## src/rtl/multicycle_controller.sv

```systemverilog
// rtl/multicycle_controller.sv - multicycle MIPS-subset control FSM; optional retire counter via MC_INSTR_COUNT_EN
module multicycle_controller (
    input  logic        clk,
    input  logic        reset,
    input  logic [5:0]  opcode,
    input  logic [5:0]  funct,
    input  logic        zero,
    output logic        pc_we,
    output logic        ir_we,
    output logic        reg_we,
    output logic        mem_we,
    output logic        iord,
    output logic        alu_src_a,
    output logic [1:0]  alu_src_b,
    output logic [2:0]  alu_op,
    output logic [1:0]  pc_src,
    output logic [1:0]  reg_dst,
    output logic [1:0]  wb_src,
    output logic [3:0]  state,
    output logic        illegal,
    output logic [31:0] instr_count
);

    typedef enum logic [3:0] {
        S_FETCH     = 4'd0,
        S_DECODE    = 4'd1,
        S_MEM_ADDR  = 4'd2,
        S_MEM_READ  = 4'd3,
        S_MEM_WB    = 4'd4,
        S_MEM_WRITE = 4'd5,
        S_EXEC_R    = 4'd6,
        S_EXEC_I    = 4'd7,
        S_ALU_WB    = 4'd8,
        S_BRANCH    = 4'd9,
        S_JUMP      = 4'd10,
        S_JAL       = 4'd11,
        S_JR        = 4'd12,
        S_ILLEGAL   = 4'd15
    } state_t;

    localparam logic [2:0] ALU_ADD = 3'd0;
    localparam logic [2:0] ALU_SUB = 3'd1;
    localparam logic [2:0] ALU_XOR = 3'd2;
    localparam logic [2:0] ALU_SLT = 3'd3;

    localparam logic [5:0] OP_RTYPE = 6'h00;
    localparam logic [5:0] OP_J     = 6'h02;
    localparam logic [5:0] OP_JAL   = 6'h03;
    localparam logic [5:0] OP_BEQ   = 6'h04;
    localparam logic [5:0] OP_BNE   = 6'h05;
    localparam logic [5:0] OP_ADDI  = 6'h08;
    localparam logic [5:0] OP_XORI  = 6'h0E;
    localparam logic [5:0] OP_LW    = 6'h23;
    localparam logic [5:0] OP_SW    = 6'h2B;

    localparam logic [5:0] FN_JR  = 6'h08;
    localparam logic [5:0] FN_ADD = 6'h20;
    localparam logic [5:0] FN_SUB = 6'h22;
    localparam logic [5:0] FN_SLT = 6'h2A;

    state_t state_q, state_d;

    // State register; reset always returns to FETCH, even out of ILLEGAL
    always_ff @(posedge clk) begin
        if (reset) begin
            state_q <= S_FETCH;
        end else begin
            state_q <= state_d;
        end
    end

    // Next-state and control decode; opcode/funct come from the external IR, which only changes in FETCH
    always_comb begin
        state_d   = state_q;
        pc_we     = 1'b0;
        ir_we     = 1'b0;
        reg_we    = 1'b0;
        mem_we    = 1'b0;
        iord      = 1'b0;
        alu_src_a = 1'b0;
        alu_src_b = 2'd0;
        alu_op    = ALU_ADD;
        pc_src    = 2'd0;
        reg_dst   = 2'd0;
        wb_src    = 2'd0;
        illegal   = 1'b0;
        case (state_q)
            S_FETCH: begin
                ir_we     = 1'b1;
                pc_we     = 1'b1;
                alu_src_b = 2'd1;
                state_d   = S_DECODE;
            end
            S_DECODE: begin
                alu_src_b = 2'd3;
                case (opcode)
                    OP_LW, OP_SW:     state_d = S_MEM_ADDR;
                    OP_ADDI, OP_XORI: state_d = S_EXEC_I;
                    OP_BEQ, OP_BNE:   state_d = S_BRANCH;
                    OP_J:             state_d = S_JUMP;
                    OP_JAL:           state_d = S_JAL;
                    OP_RTYPE: begin
                        case (funct)
                            FN_ADD, FN_SUB, FN_SLT: state_d = S_EXEC_R;
                            FN_JR:                  state_d = S_JR;
                            default:                state_d = S_ILLEGAL;
                        endcase
                    end
                    default:          state_d = S_ILLEGAL;
                endcase
            end
            S_MEM_ADDR: begin
                alu_src_a = 1'b1;
                alu_src_b = 2'd2;
                state_d   = (opcode == OP_LW) ? S_MEM_READ : S_MEM_WRITE;
            end
            S_MEM_READ: begin
                iord    = 1'b1;
                state_d = S_MEM_WB;
            end
            S_MEM_WB: begin
                reg_we  = 1'b1;
                wb_src  = 2'd1;
                state_d = S_FETCH;
            end
            S_MEM_WRITE: begin
                iord    = 1'b1;
                mem_we  = 1'b1;
                state_d = S_FETCH;
            end
            S_EXEC_R: begin
                alu_src_a = 1'b1;
                case (funct)
                    FN_SUB:  alu_op = ALU_SUB;
                    FN_SLT:  alu_op = ALU_SLT;
                    default: alu_op = ALU_ADD;
                endcase
                state_d = S_ALU_WB;
            end
            S_EXEC_I: begin
                alu_src_a = 1'b1;
                alu_src_b = 2'd2;
                alu_op    = (opcode == OP_XORI) ? ALU_XOR : ALU_ADD;
                state_d   = S_ALU_WB;
            end
            S_ALU_WB: begin
                reg_we  = 1'b1;
                reg_dst = (opcode == OP_RTYPE) ? 2'd1 : 2'd0;
                state_d = S_FETCH;
            end
            S_BRANCH: begin
                alu_src_a = 1'b1;
                alu_op    = ALU_SUB;
                pc_src    = 2'd1;
                pc_we     = ((opcode == OP_BEQ) && zero) || ((opcode == OP_BNE) && !zero);
                state_d   = S_FETCH;
            end
            S_JUMP: begin
                pc_we   = 1'b1;
                pc_src  = 2'd2;
                state_d = S_FETCH;
            end
            S_JAL: begin
                pc_we   = 1'b1;
                pc_src  = 2'd2;
                reg_we  = 1'b1;
                reg_dst = 2'd2;
                wb_src  = 2'd2;
                state_d = S_FETCH;
            end
            S_JR: begin
                pc_we   = 1'b1;
                pc_src  = 2'd3;
                state_d = S_FETCH;
            end
            S_ILLEGAL: begin
                illegal = 1'b1;
                state_d = S_ILLEGAL;
            end
            default: begin
                illegal = 1'b1;
                state_d = S_ILLEGAL;
            end
        endcase
    end

    assign state = state_q;

`ifdef MC_INSTR_COUNT_EN
    logic [31:0] instr_count_q, instr_count_d;

    // Every entry into FETCH retires one instruction; FETCH never loops on itself
    always_comb begin
        instr_count_d = instr_count_q;
        if (state_d == S_FETCH) begin
            instr_count_d = instr_count_q + 32'd1;
        end
    end

    // Retire counter register, cleared by reset
    always_ff @(posedge clk) begin
        if (reset) begin
            instr_count_q <= 32'd0;
        end else begin
            instr_count_q <= instr_count_d;
        end
    end

    assign instr_count = instr_count_q;
`else
    assign instr_count = 32'd0;
`endif

endmodule
```

## config.mk

```make
export PLATFORM = sky130hd
export DESIGN_NAME = multicycle_controller
export DESIGN_NICKNAME = d
export VERILOG_FILES = /design/src/rtl/multicycle_controller.sv
export SDC_FILE = /design/constraint.sdc
export NUM_CORES = 1
export LEC_CHECK = 0
export CORE_AREA = 2 2 55 57
export CTS_CLUSTER_SIZE = 20
export DETAILED_ROUTE_END_ITERATION = 8
export DIE_AREA = 0 0 57 59
export PLACE_DENSITY = 0.79
export REMOVE_ABC_BUFFERS = 1
export SLEW_MARGIN = 20
export SYNTH_ARGS = -nofsm -noshare
export SYNTH_HDL_FRONTEND = slang
export SYNTH_SLANG_ARGS = --single-unit
```

## constraint.sdc

```tcl
create_clock -name clk -period 2.1 [get_ports clk]
set_clock_uncertainty 0.1 [all_clocks]
set_input_delay 0.21 -clock clk [delete_from_list [all_inputs] [get_ports clk]]
set_output_delay 0.21 -clock clk [all_outputs]
set_load 0.03 [all_outputs]
```

==> results.ini <==
[worst_setup_path]
crit_chain=dlygate4sd2_1, or3_4, or4_4, nor3_4, buf_6
ff2ff_setup_slack_ns=0.48
rr_endpoint=state[1]
start_kind=input pin
crit_start=opcode[4]
max_stage_delay_ns=0.58
endpoint_kind=output pin
reg2reg_depth=4
critPathBufInv=2
r2r_start=state[0]
cp_top_family=simple AND/OR/NAND/NOR gates
critPathKind=input pin to output pin
critPathMaxFanout=2
cp.required_ns=1.79
crit_arrival_ns=1.71
cpMaxStageDelayCell=or4_4

[sta]
period_share=0.961
rsz0062_at_grt=false
holdWs_ns=0.508
slew_headroom=0.620
fmax_mhz=496
tightest_slew_ns=0.555
slew_viol_final=0
period_minus_slack_ns=2.02
finalHoldViolCount=0
finalSetupViolCount=0

[logic_synthesis]
ys_dominant_reg_cell=dfxtp_1
synth_compound_area_frac=0.226
synth_top_cells_by_count=34 x buf_4, 18 x nor2_1, 12 x nand2_1
synth_cell_types=38
synth_async_sr_flop_share=0
synth_top_family_by_area=simple AND/OR/NAND/NOR gates
synth_top_cell_area_share=0.281
synth_seq_cells=4
synthCells=139
synth-xor-area-share=0.0290
synthAdderAreaFrac=0
mappedNetlistArea_sq_um=907
synth_area_leader_cell=buf_4
synth-edff-count=0
synth_mux_area_frac=0
syn_area_per_cell_sq_um=6.53
yosys.area_share.simple=0.330
yosys-top-cells-area=buf_4 28%, dfxtp_1 8.8%, nor2_1 7.4%
yosysMostFrequentCell=buf_4
ys_warn_count=0
synth-seq-area-share=0.0883

[final_layout]
largest_reg_flops=4
area_growth_pct=42.5
nFillCells=288
fin_nets=203
finalNonFillerCells=217
drive_gt1_frac=0.199
n_antenna_cell=0
finish.utilization=0.477

[placement]
dp.cells=212
io_buffer_count=35
hpwl_um=1810
place.gp.congestion=0.859

[job]
maxCapViolations=0

[global_route]
grt_usage=0.133
grt_pass1_vias=802
overflow=0
grt_pass1_wl_um=3570
grt_max_degree=13
antenna_found_initial=0

[die]
start_util=0.335
fp.dieH_um=59
io_pins=69
die_w_um=57
fp.dieArea_sq_um=3360
core_area_sq_um=2710
fp-row-count=19

[clock_network]
cts_root_buf=clkbuf_4
cts.path.max_buffers=2
htree_levels=1
clk_pin_slew_ns=0.04
cts_inserted_buffers=3
cts.sinks=4
cts_tree=yes
clk_latency_ns=0.23

[pwr]
power.internal_mw=0.383
total_power_mw=0.841
p_leak_nw=0.651
power_frac_seq=0.158
power_frac_comb=0.729
p_switching_mw=0.458
switching_share=0.545
peakVddDrop_mv=0.418
power_density_nw_per_um2=651
clkPwrFrac=0.113

[detailed_routing]
wirelength_um=2240
routedWlPerCell_um=10.3
route.detailed.drc=0
antenna_left=0
first_iter_violations=19
drt-pass1-iter-count=4
viasPerCell=4.65
vias=1008

[worst_hold_path]
hold_end=state[3]
hp-start=opcode[4]
worstHoldPathType=input pin to register
hold_depth=4

[status]
status=finished clean

-- how the worst max path moves through the flow --
stage | cells past startpoint | to | slack, ns
after floorplan | 3 | reg_we | -0.25
after global placement | 5 | reg_dst[0] | -0.06
after detailed placement | 5 | reg_dst[0] | -0.09
after CTS | 5 | reg_dst[0] | 0.01
after global routing | 6 | alu_op[1] | 0.04
final | 5 | reg_dst[0] | 0.08
-- per-stage QoR --
| step | instance area (sq um) | worst slack [ns] | TNS, ns |
|---|---|---|---|
| finish | 1290 | 0.0827 | 0 |
| global route | 1290 | 0.0368 | 0 |
| CTS | 1270 | 0.0143 | 0 |
| detailed placement | 1240 | -0.0855 | -0.165 |
| global placement | 1240 | -0.0635 | -0.0880 |
| floorplan | 746 | -0.245 | -0.245 |
-- routing by layer --
metal / part of all wire / vias to the layer above / global-route usage
met5: 0 / - / 0
met3: 0.092 / 2 / 0.0131
met2: 0.47 / 55 / 0.209
met1: 0.43 / 441 / 0.181
met4: 0.010 / 0 / 0.0698
li1: - / 510 / -
-- timing repair --
action	in CTS	in global routing
gates cloned	0	0
pin swaps	3	1
resized for setup	16	6
buffers inserted	2	0
hold buffers	0	0
setup endpoints to repair	14	5
-- cells in the final DEF (no fill, tap or decap), types with 2 or more instances in the layout --
master,count
o22ai_1,2
dlymetal6s2s_1,3
nand3_1,3
or2_2,4
nor3b_1,2
a21oi_1,8
buf_4,21
nand2_1,12
xnor2_1,3
o21ai_0,6
clkdlybuf4s50_1,15
nor2b_1,2
nor3_1,3
clkbuf_4,3
nand4b_1,2
a21o_1,2
conb_1,33
dlygate4sd2_1,13
nor2_1,18
nand2b_1,4
dfxtp_2,3
inv_1,3
-- final cells by class --
class	count	area [sq um]	share of cell area
Clock buffer	3	22.5	0.0174
Inverter	3	11.3	0.00871
Tap cell	31	38.8	0.0300
Multi-Input combinational cell	123	666	0.515
Sequential cell	4	83.8	0.0649
Timing Repair Buffer	53	470	0.364
-- power by group through the flow --
stage	registers, mW	logic [mW]	clock network [mW]
2_1_floorplan	0.160	0.359	0
3_3_place_gp	0.130	0.632	0
3_5_place_dp	0.132	0.636	0
4_1_cts	0.132	0.610	0.0975
5_1_grt	0.139	0.656	0.104
6_report	0.133	0.613	0.0947
-- cells by family after synthesis --
logic type | after synthesis
buffers and inverters | 44
AOI/OAI and AO/OA | 29
DFF | 4
and+or+nand+nor | 58
other | 1
xor gates and xnor gates | 3
-- worst min-delay path: cells and delay by family --
family	cells	cell delay, ns
buffers and inverters	2	0.35
AOI/OAI and AO/OA	1	0.08
and+or+nand+nor	1	0.15
(Power assumes the default switching activity.)
